**config.mk**
```make
export PLATFORM = sky130hd
export DESIGN_NAME = divider_sequencer
export DESIGN_NICKNAME = d
export VERILOG_FILES = /design/src/rtl/divider_sequencer.sv
export SDC_FILE = /design/constraint.sdc
export NUM_CORES = 1
export LEC_CHECK = 0
export ABC_CLOCK_PERIOD_IN_PS = 12500
export BUFFER_PORTS_ARGS = -buffer_cell sky130_fd_sc_hd__buf_2
export CORE_MARGIN = 4
export CORE_UTILIZATION = 45
export DETAILED_ROUTE_END_ITERATION = 10
export PLACE_DENSITY = 0.75
export SYNTH_ARGS = -nofsm -noshare
export SYNTH_HDL_FRONTEND = slang
export SYNTH_SLANG_ARGS = --single-unit
export TNS_END_PERCENT = 5
```
**constraint.sdc**
```tcl
create_clock -name clk -period 12.5 [get_ports clk]
set_input_delay 2.5 -clock clk [delete_from_list [all_inputs] [get_ports clk]]
set_output_delay 2.5 -clock clk [all_outputs]
set_load 0.02 [all_outputs]
```
**src/rtl/divider_sequencer.sv**
```systemverilog
// Iterative non-restoring unsigned divider: one quotient bit per clock through a
// single WIDTH+1-bit row of controlled add/subtract cells.
`timescale 1ns/1ps

// One controlled add/subtract cell: diag=1 subtracts b, diag=0 adds b.
module divider_cas_cell (
    input  logic a,
    input  logic b,
    input  logic diag,
    input  logic cin,
    output logic s,
    output logic cout
);
    logic bx;

    // Invert b when subtracting; the row's carry-in supplies the +1.
    always_comb begin
        bx   = b ^ diag;
        s    = a ^ bx ^ cin;
        cout = (a & bx) | (a & cin) | (bx & cin);
    end
endmodule

module divider_sequencer #(
    parameter int WIDTH = 8
) (
    input  logic             clk,
    input  logic             rst_n,
    input  logic             start,
    input  logic [WIDTH-1:0] dividend,
    input  logic [WIDTH-1:0] divisor,
    output logic             ready,
    output logic             busy,
    output logic             done,
    output logic [WIDTH-1:0] quotient,
    output logic [WIDTH-1:0] remainder,
    output logic             div_by_zero
);
    localparam int CW = $clog2(WIDTH + 1);

    localparam logic [1:0] S_IDLE    = 2'd0;
    localparam logic [1:0] S_ITER    = 2'd1;
    localparam logic [1:0] S_CORRECT = 2'd2;
    localparam logic [1:0] S_DONE    = 2'd3;

    // Operands presented to the shared add/subtract row.
    typedef struct packed {
        logic [WIDTH:0] a;
        logic [WIDTH:0] b;
        logic           diag;
    } row_req_t;

    logic [1:0]       state;
    logic [WIDTH:0]   p;      // signed partial remainder
    logic [WIDTH-1:0] q;      // dividend shifting out, quotient shifting in
    logic [WIDTH-1:0] d;
    logic [CW-1:0]    cnt;

    row_req_t         row_req;
    logic [WIDTH:0]   row_sum;
    logic [WIDTH:0]   carry;

    // Row operands: shifted {P,Q} while iterating, plain P for the final fix-up add.
    always_comb begin
        row_req      = '0;
        row_req.a    = (state == S_ITER) ? {p[WIDTH-1:0], q[WIDTH-1]} : p;
        row_req.b    = {1'b0, d};
        row_req.diag = (state == S_ITER) && !p[WIDTH];
    end

    assign carry[0] = row_req.diag;

    // Ripple row; the MSB carry-out is discarded so the top bit is sum-only.
    for (genvar gi = 0; gi <= WIDTH; gi++) begin : g_row
        if (gi < WIDTH) begin : g_cell
            divider_cas_cell u_cell (
                .a    (row_req.a[gi]),
                .b    (row_req.b[gi]),
                .diag (row_req.diag),
                .cin  (carry[gi]),
                .s    (row_sum[gi]),
                .cout (carry[gi+1])
            );
        end else begin : g_msb
            assign row_sum[gi] = row_req.a[gi] ^ row_req.b[gi] ^ row_req.diag ^ carry[gi];
        end
    end

    assign ready = (state == S_IDLE);
    assign busy  = (state == S_ITER) || (state == S_CORRECT);
    assign done  = (state == S_DONE);

    // Sequencer and datapath registers; results only move on entry to DONE.
    always_ff @(posedge clk or negedge rst_n) begin
        if (!rst_n) begin
            state       <= S_IDLE;
            p           <= '0;
            q           <= '0;
            d           <= '0;
            cnt         <= '0;
            quotient    <= '0;
            remainder   <= '0;
            div_by_zero <= 1'b0;
        end else begin
            case (state)
                S_IDLE: begin
                    if (start) begin
                        if (divisor == '0) begin
                            quotient    <= '1;
                            remainder   <= dividend;
                            div_by_zero <= 1'b1;
                            state       <= S_DONE;
                        end else begin
                            p     <= '0;
                            q     <= dividend;
                            d     <= divisor;
                            cnt   <= '0;
                            state <= S_ITER;
                        end
                    end
                end
                S_ITER: begin
                    p   <= row_sum;
                    q   <= {q[WIDTH-2:0], ~row_sum[WIDTH]};
                    cnt <= cnt + 1'b1;
                    if (cnt == CW'(WIDTH - 1))
                        state <= S_CORRECT;
                end
                S_CORRECT: begin
                    if (p[WIDTH])
                        p <= row_sum;
                    quotient    <= q;
                    remainder   <= p[WIDTH] ? row_sum[WIDTH-1:0] : p[WIDTH-1:0];
                    div_by_zero <= 1'b0;
                    state       <= S_DONE;
                end
                S_DONE: begin
                    state <= S_IDLE;
                end
                default: begin
                    state <= S_IDLE;
                end
            endcase
        end
    end
endmodule

```
==> results.sh <==
export IMPL_outcome="finished clean"
export IMPL_critPathKind="reg -> reg"
export IMPL_antennaDiodeCount=0
export IMPL_core_area_sq_um=5990
export IMPL_initial_core_util=0.467
export IMPL_ys_types=40
export IMPL_avgSynthCellArea_sq_um=10.2
export IMPL_via_per_inst=5.32
export IMPL_drt_iter0_markers=150
export IMPL_startpoint_type="flip-flop"
export IMPL_clock_sinks=48
export IMPL_syn_cell_area_sq_um=2800
export IMPL_grt_pass1_vias=1979
export IMPL_setup_viol=0
export IMPL_async_flop_share=1.00
export IMPL_dr_pass1_iters=4
export IMPL_row_count=28
export IMPL_end_kind="flip-flop"
export IMPL_synth_seq_cells=48
export IMPL_area_growth_pct=11.9
export IMPL_critPathMaxFanout=35
export IMPL_fp_dieW_um=86.8
export IMPL_overflow=0
export IMPL_grt_max_degree=49
export IMPL_routedWlPerCell_um=15.0
export IMPL_portBuffers=38
export IMPL_yosysWarnings=0
export IMPL_relSlewSlack=0.286
export IMPL_fin_area_sq_um=3130
export IMPL_hold_buffers=0
export IMPL_drive_gt1_frac=0.216
export IMPL_tns_ns=0
export IMPL_min_period_over_period=0.429
export IMPL_drv_slew=0
export IMPL_synth_ff_type="dfrtp_1"
export IMPL_grtUsageTotal=0.161
export IMPL_cts_tree="yes"
export IMPL_max_clock_path_buffers=2
export IMPL_finalHoldViolCount=0
export IMPL_syn_nets=306
export IMPL_critical_path_required_ns=12.69
export IMPL_grt_pass1_wl_mm=9.68
export IMPL_p_leak_nw=1.44
export IMPL_dieHeight_um=86.8
export IMPL_numCtsBuffers=5
export IMPL_wirelength_mm=5.70
export IMPL_netlist_instances=275
export IMPL_cap_violations=0
export IMPL_synth_edff_count=0
export IMPL_layout_nets=335
export IMPL_detailed_place_area_sq_um=3010
export IMPL_ys_seq_area_frac=0.430
export IMPL_hp_class="reg -> reg"
export IMPL_vias=2023
export IMPL_finalCriticalPeriod_ns=5.36
export IMPL_clock_skew_final_ns=0.0120
export IMPL_place_congestion=0.806
export IMPL_insertion_delay_ns=0.30
export IMPL_antenna_found_initial=0
export IMPL_drc_errors=0
export IMPL_clock_fmax_mhz=187
export IMPL_worstPathArrival_ns=5.54
export IMPL_rsz0062_at_grt="false"
export IMPL_dp_hpwl_mm=4.13
export IMPL_io_pins=39
export IMPL_clkTransAtPathRegs_ns=0.09
export IMPL_cellPowerDensity_nw_per_um2=298
export IMPL_die_area_sq_um=7540
export IMPL_vdd_drop_max_v=0.000117
export IMPL_cts_root_buf="clkbuf_8"
export IMPL_ant_nets=0
export IMPL_cts_setup_buffers=0
export IMPL_cts_htree_levels=2
export IMPL_ctsResizeCount=0
export IMPL_tightest_slew_ns=1.07
==> critical path, stage by stage, from the launching register on <==
cell and delay, ns:
dfrtp_1 0.41, inv_1 0.10, ha_1 0.15, buf_4 0.38, nor2b_1 0.66, xnor2_1 0.18
fa_1 0.41, inv_1 0.07, fa_1 0.15, inv_1 0.05, fa_1 0.38, fa_1 0.39
fa_1 0.42, fa_1 0.40, fa_1 0.42, xnor2_1 0.18, xnor2_1 0.14, a21oi_1 0.08
mux2_2 0.27
==> flip-flops by register name, summed over array words and instances, names as in the netlist <==
| name | count |
|---|---|
| d | 8 |
| cnt | 4 |
| state | 2 |
| p | 9 |
| remainder | 8 |
| div_by_zero | 1 |
| q | 8 |
| quotient | 8 |
==> kinds of logic after synthesis <==
| group | Yosys count | share of synthesized area |
|---|---|---|
| buffers and inverters | 38 | 0.0622 |
| multiplexers | 42 | 0.156 |
| AND/OR/NAND/NOR | 78 | 0.132 |
| adder cells (fa/ha/maj) | 12 | 0.0725 |
| AO/OA/AOI/OAI | 46 | 0.113 |
| flip-flops | 48 | 0.430 |
| XOR/XNOR | 11 | 0.0345 |
==> power by group <==
part / internal (W) / leakage (nW) / switching, W / total [W]
Combinational: 0.000227 / 0.809 / 0.000301 / 0.000528
Clock: 0.0000655 / 0.0614 / 0.0000532 / 0.000119
Sequential: 0.000228 / 0.568 / 0.0000587 / 0.000287
==> per-layer routing <==
metal  share of wire  vias to the layer above  track usage
met1            0.48                      987        0.230
met4          0.0021                        0       0.0212
li1                -                      985            -
met5               0                        -            0
met2            0.47                       49        0.262
met3           0.049                        2       0.0314
==> cells in the mapped netlist (2+ instances only) <==
library cell,number,area share
a21o_1,2,0.0054
nor3b_1,2,0.0054
xor2_1,2,0.0063
a21oi_1,14,0.025
nor3_1,2,0.0036
xnor2_1,9,0.028
a221o_1,3,0.011
nor2_1,28,0.038
buf_4,3,0.0081
inv_1,20,0.027
a22o_1,2,0.0063
buf_6,2,0.0081
nor2b_1,6,0.013
o21ai_0,8,0.014
nand2_1,30,0.040
mux2i_1,30,0.11
or4_4,2,0.0081
ha_1,5,0.022
clkbuf_1,9,0.012
buf_2,4,0.0072
a31oi_1,8,0.018
dfrtp_1,48,0.43
fa_1,7,0.050
a32o_1,2,0.0072
mux2_2,12,0.048
==> layout by cell type, fill, tap and decap left out, drive strengths merged, types with 3 or more instances in the layout <==
cell type,n
buf,40
nor2,28
inv,20
a21oi,15
dfrtp,48
a221o,3
fa,7
ha,5
nor2b,6
a31oi,8
clkbuf,6
mux2,12
nand2,31
mux2i,30
xnor2,9
o21ai,8
==> layout make-up <==
| class | count | area (sq um) |
|---|---|---|
| multi-input cells | 189 | 1430 |
| clock buffers | 6 | 82.6 |
| fillers | 543 | 2860 |
| flip-flops and latches | 48 | 1200 |
| inverters | 20 | 75.1 |
| well taps | 75 | 93.8 |
| repair buffers | 40 | 205 |
| clock inverters | 2 | 38.8 |
==> path summary, 6_finish.rpt <==
| path | from | end | slack [ns] | depth (start not counted) |
|---|---|---|---|---|
| setup / recovery | state[1] | q[0] | 7.14 | 18 |
| hold / removal | remainder[5] | remainder[5] | 0.51 | 1 |
| setup reg to reg | state[1] | q[0] | 7.14 | 18 |
| hold reg to reg | remainder[5] | remainder[5] | 0.51 | 1 |
| max in group asynchronous | rst_n | p[6] | 9.44 | 1 |
| min in group asynchronous | rst_n | state[0] | 2.39 | 1 |
==> metrics by stage <==
stage                     setup slack [ns]  power, W  hold slack, ns   util  std cells
final                                 7.14  0.000933           0.512  0.522        380
after global routing                  6.83   0.00102           0.544  0.522        380
after CTS                             7.12  0.000943           0.516  0.522        380
after detailed placement              7.16  0.000823           0.494  0.502        372
after global placement                7.32  0.000800           0.486  0.502        372
after floorplan                       7.58  0.000701           0.464      -        275
Note: power is estimated with default switching activity, not from simulation.
